--- config.mk ---
export PLATFORM = sky130hd
export DESIGN_NAME = jk_q_monitor
export DESIGN_NICKNAME = d
export VERILOG_FILES = /design/src/rtl/jk_q_monitor.sv
export SDC_FILE = /design/constraint.sdc
export NUM_CORES = 1
export LEC_CHECK = 0
export BUFFER_PORTS_ARGS = -buffer_cell sky130_fd_sc_hd__buf_2
export CAP_MARGIN = 20
export CORE_MARGIN = 2
export CORE_UTILIZATION = 54
export CTS_BUF_LIST = sky130_fd_sc_hd__clkbuf_4 sky130_fd_sc_hd__clkbuf_8 sky130_fd_sc_hd__clkbuf_16
export DETAILED_ROUTE_END_ITERATION = 6
export PLACE_DENSITY = 0.78
export RECOVER_POWER = 100
export SLEW_MARGIN = 15
export SYNTH_ARGS = -nofsm -noshare
export SYNTH_HDL_FRONTEND = slang
export SYNTH_SLANG_ARGS = --single-unit
--- constraint.sdc ---
create_clock -name clk -period 2.5 [get_ports clk]
set_input_delay 0.625 -clock clk [delete_from_list [all_inputs] [get_ports clk]]
set_output_delay 0.625 -clock clk [all_outputs]
set_load 0.01 [all_outputs]
--- src/rtl/jk_q_monitor.sv ---
// rtl/jk_q_monitor.sv - edge/activity monitor for JK flip-flop q/q_bar outputs
// Counts q edges, flags a stuck q and flags loss of q/q_bar complementarity.
module jk_q_monitor #(
  parameter int CNT_W     = 8,
  parameter int STUCK_LIM = 16,
  parameter int COMPL_LIM = 2
) (
  input  logic             clk,
  input  logic             rst_n,
  input  logic             en,
  input  logic             clr,
  input  logic             q,
  input  logic             q_bar,
  output logic             rise_pulse,
  output logic             fall_pulse,
  output logic [CNT_W-1:0] rise_cnt,
  output logic [CNT_W-1:0] fall_cnt,
  output logic             stuck,
  output logic             compl_err,
  output logic [1:0]       state
);

  localparam int ST_W  = $clog2(STUCK_LIM + 1);
  localparam int MIS_W = $clog2(COMPL_LIM + 1);
  localparam logic [ST_W-1:0]  ST_LIM  = ST_W'(STUCK_LIM);
  localparam logic [MIS_W-1:0] MIS_LIM = MIS_W'(COMPL_LIM);
  localparam logic [CNT_W-1:0] CNT_MAX = {CNT_W{1'b1}};

  typedef enum logic [1:0] {
    S_INIT  = 2'd0,
    S_TRACK = 2'd1,
    S_FAULT = 2'd2
  } state_t;

  state_t           st;
  logic             q_d;
  logic [ST_W-1:0]  st_tmr;
  logic [MIS_W-1:0] mis_tmr;
  logic [MIS_W-1:0] mis_inc;
  logic             same;

  assign state   = st;
  assign same    = (q == q_bar);
  assign mis_inc = mis_tmr + MIS_W'(1);

  always_ff @(posedge clk) begin
    if (!rst_n || clr) begin
      st         <= S_INIT;
      q_d        <= 1'b0;
      st_tmr     <= '0;
      mis_tmr    <= '0;
      rise_pulse <= 1'b0;
      fall_pulse <= 1'b0;
      rise_cnt   <= '0;
      fall_cnt   <= '0;
      stuck      <= 1'b0;
      compl_err  <= 1'b0;
    end else if (!en) begin
      rise_pulse <= 1'b0;
      fall_pulse <= 1'b0;
    end else begin
      rise_pulse <= 1'b0;
      fall_pulse <= 1'b0;
      case (st)
        S_INIT: begin
          q_d     <= q;
          st_tmr  <= '0;
          mis_tmr <= '0;
          st      <= S_TRACK;
        end
        S_TRACK: begin
          mis_tmr <= same ? mis_inc : '0;
          // A complementarity fault takes precedence over an edge on the same sample.
          if (same && mis_inc == MIS_LIM) begin
            compl_err <= 1'b1;
            st        <= S_FAULT;
          end else if (q != q_d) begin
            q_d    <= q;
            st_tmr <= '0;
            stuck  <= 1'b0;
            if (q) begin
              rise_pulse <= 1'b1;
              if (rise_cnt != CNT_MAX) rise_cnt <= rise_cnt + CNT_W'(1);
            end else begin
              fall_pulse <= 1'b1;
              if (fall_cnt != CNT_MAX) fall_cnt <= fall_cnt + CNT_W'(1);
            end
          end else begin
            if (st_tmr != ST_LIM) st_tmr <= st_tmr + ST_W'(1);
            if (st_tmr >= ST_LIM - ST_W'(1)) stuck <= 1'b1;
          end
        end
        S_FAULT: begin
          compl_err <= 1'b1;
        end
        default: st <= S_INIT;
      endcase
    end
  end

endmodule
==> impl_results.md <==
* Peak supply drop at 0.000478 V
* Synth warn at 0
* Core area at 0.00276 mm2
* Post-synth net total at 195
* Post-CTS Resized at 0
* Crit path max fanout at 14
* Main area contributors after synthesis: dfxtp_1 39%, a21oi_1 5.8%, ha_1 5.6%
* Max stage delay on crit path at 610 ps
* Hold_buf cts at 0
* #FFs+latches synth at 30
* Pwr dens at 464 mW/mm2
* Rel. slew slack at 58.5%
* Synthesized area at 0.00156 mm2
* CTS tree: yes
* Arr. time, crit path at 2320 ps
* Clock Skews at 10.5 ps
* Placed cell count at 239
* First-pass GRT wire length at 6.11 mm
* Vias in the first global route at 1,398
* Final setup vio count at 0
* Ys async rst share at 0%
* CP Cell Sequence: clkbuf_1 > ha_1 > or4_4 > or4_1 > a21oi_1
* Largest net degree at the start of global routing at 15
* Die Ht at 57.7 um
* Post-synth EDFFs at 0
* CP startpoint kind: input pin
* Port Buffers at 27
* Final hold vios at 0
* Clock-pin slew on the worst setup and hold paths at 80 ps
* Status: complete, no violations
* Fmax at 0.485 GHz
* Total negative slack at 0 ps
* Max Cap Viol at 0
* Min-Delay Path Class: reg -> reg
* Crit-path slowest cell: or4_4
* Die Width at 57.7 um
* # DRC at 0
* Die area at 0.00333 mm2
* Total track usage at 23.5%
* Antenna viol nets, final at 0
* Gp weighted congestion at 0.851
* Ys flop type: dfxtp_1
* Worst Path Required at 2750 ps
* Layout cells sized above 1 at 7.91%
* Root Driver: clkbuf_4
* Nets@finish at 228
* Num CTS Buffers at 5
* Drt total wl at 3.56 mm
* DR WL/cell at 14.5 um
* # IOs at 28
* Layout Cells excl Fill at 246
* Clock sink count at 30
* Area leader, netlist: dfxtp_1
* Vias at 1,534
* Setup repair after global routing missed its margin: no
* Least-Margin Pin Slew at 618 ps
* Sequential cell area fraction in the yosys report at 38.6%
* Drt first pass iters at 4
* Mean area per synthesized cell at 8.55 um2
* Initial antenna violation count at 0
* Clk buf depth at 2
* Vias per cell at 6.24
* Fin. max-slew vios at 0
* GR Overflow Total at 0
* Netlist cell types at 43
* Buf+Inv Stages, Crit Path at 1
* Row Count at 19
* LEAKAGE at 0.000596 uW
* Initial Utilization at 56.4%
* Tmin final at 2060 ps
* Iter 0 DRT Violations at 108
* Ant diodes at 0
* H-tree Lvls at 2
* Post-CTS Setup Inserts at 0
* Critical setup path kind: in -> reg
* Post-DP HPWL at 2.62 mm
* Post-route clock period utilization at 82.5%
* Top-area cell type share of the netlist area at 38.6%
* Post-Syn Instances at 182
* Top cells by count, synth: 30 x dfxtp_1, 18 x a21oi_1, 12 x nor2_1
* Layout overhead on the synthesized area at 12.7%
* CP endpoint kind: flop
* Count leader, synth: dfxtp_1
* Largest delay share family, worst path: simple AND/OR/NAND/NOR gates
* Clock Latency Late Sink at 320 ps
[tightest hold or removal path, cell delays in order, from the launching register on]
cell and delay (ps):
dfxtp_1 330, a21oi_1 60, nor2_1 70
[sequential cells by signal (all words and copies together) (netlist names)]
register    cells
rise_pulse      1
compl_err       1
st_tmr          5
mis_tmr         2
state           2
stuck           1
rise_cnt        8
q_d             1
fall_cnt        8
fall_pulse      1
[cell type report]
class                   instances  area [um2]
well taps                      31        38.8
multi-input cells             135         887
inverters                      11        41.3
fillers                       253        1000
clock buffers                   7        52.6
repair buffers                 32         133
flip-flops and latches         30         601
[metal layers]
layer,wire [um],share of wire [%],global-route usage [%]
met3,161,4.5,6.03
met1,1600,45,28.3
met2,1780,50,40.4
met5,0,0,0
met4,24,0.67,8.64
[per-stage QoR]
stage	total power, uW	worst slack (ps)	util [%]	area, um2	hold slack, ps
floorplan	522	322	-	1560	457
global placement	541	146	63.1	1740	472
detailed placement	544	94.4	63.1	1740	476
CTS	822	432	65.0	1790	497
global route	848	286	63.6	1750	527
finish	813	439	63.6	1750	495
[final timing paths]
path,end,slack [ps],cells past startpoint,startpoint
worst min-delay path,mis_tmr[1]$_SDFFE_PP0P_,490,2,mis_tmr[1]$_SDFFE_PP0P_
worst max register to register,fall_cnt[3]$_SDFFE_PP0P_,450,6,mis_tmr[1]$_SDFFE_PP0P_
worst min register to register,mis_tmr[1]$_SDFFE_PP0P_,490,2,mis_tmr[1]$_SDFFE_PP0P_
worst max-delay path,fall_cnt[3]$_SDFFE_PP0P_,440,5,q
[layout by cell type (no fill, tap or decap), drive strengths merged, types with 4 or more instances in the layout]
cell / count
or4: 9
ha: 7
nor2: 12
nand2b: 4
and4: 4
nand2: 11
nor3: 4
inv: 11
a21oi: 18
o21ai: 7
buf: 6
clkbuf: 33
o41ai: 4
dfxtp: 30
o31ai: 4
nand3: 10
nand4: 4
[power by group]
group / internal (uW) / total [uW] / switching (uW) / leakage (uW)
registers: 479 / 482 / 2.40 / 0.000242
logic: 15.7 / 49.1 / 33.4 / 0.000322
clock network: 128 / 282 / 154 / 0.0000322
total: 623 / 813 / 190 / 0.000596
[cells by family (layout without fill, tap and decap cells)]
| kind of cell | after synthesis | in the layout | synth area share [%] |
|---|---|---|---|
| adders and majority gates | 7 | 7 | 5.63 |
| DFF | 30 | 30 | 38.6 |
| AOI/OAI and AO/OA | 49 | 49 | 21.0 |
| muxes | 2 | 2 | 1.29 |
| buffers and inverters | 17 | 50 | 4.34 |
| and+or+nand+nor | 75 | 75 | 28.0 |
| xor gates and xnor gates | 2 | 2 | 1.13 |
No activity file was read; power rests on OpenSTA's default activity.
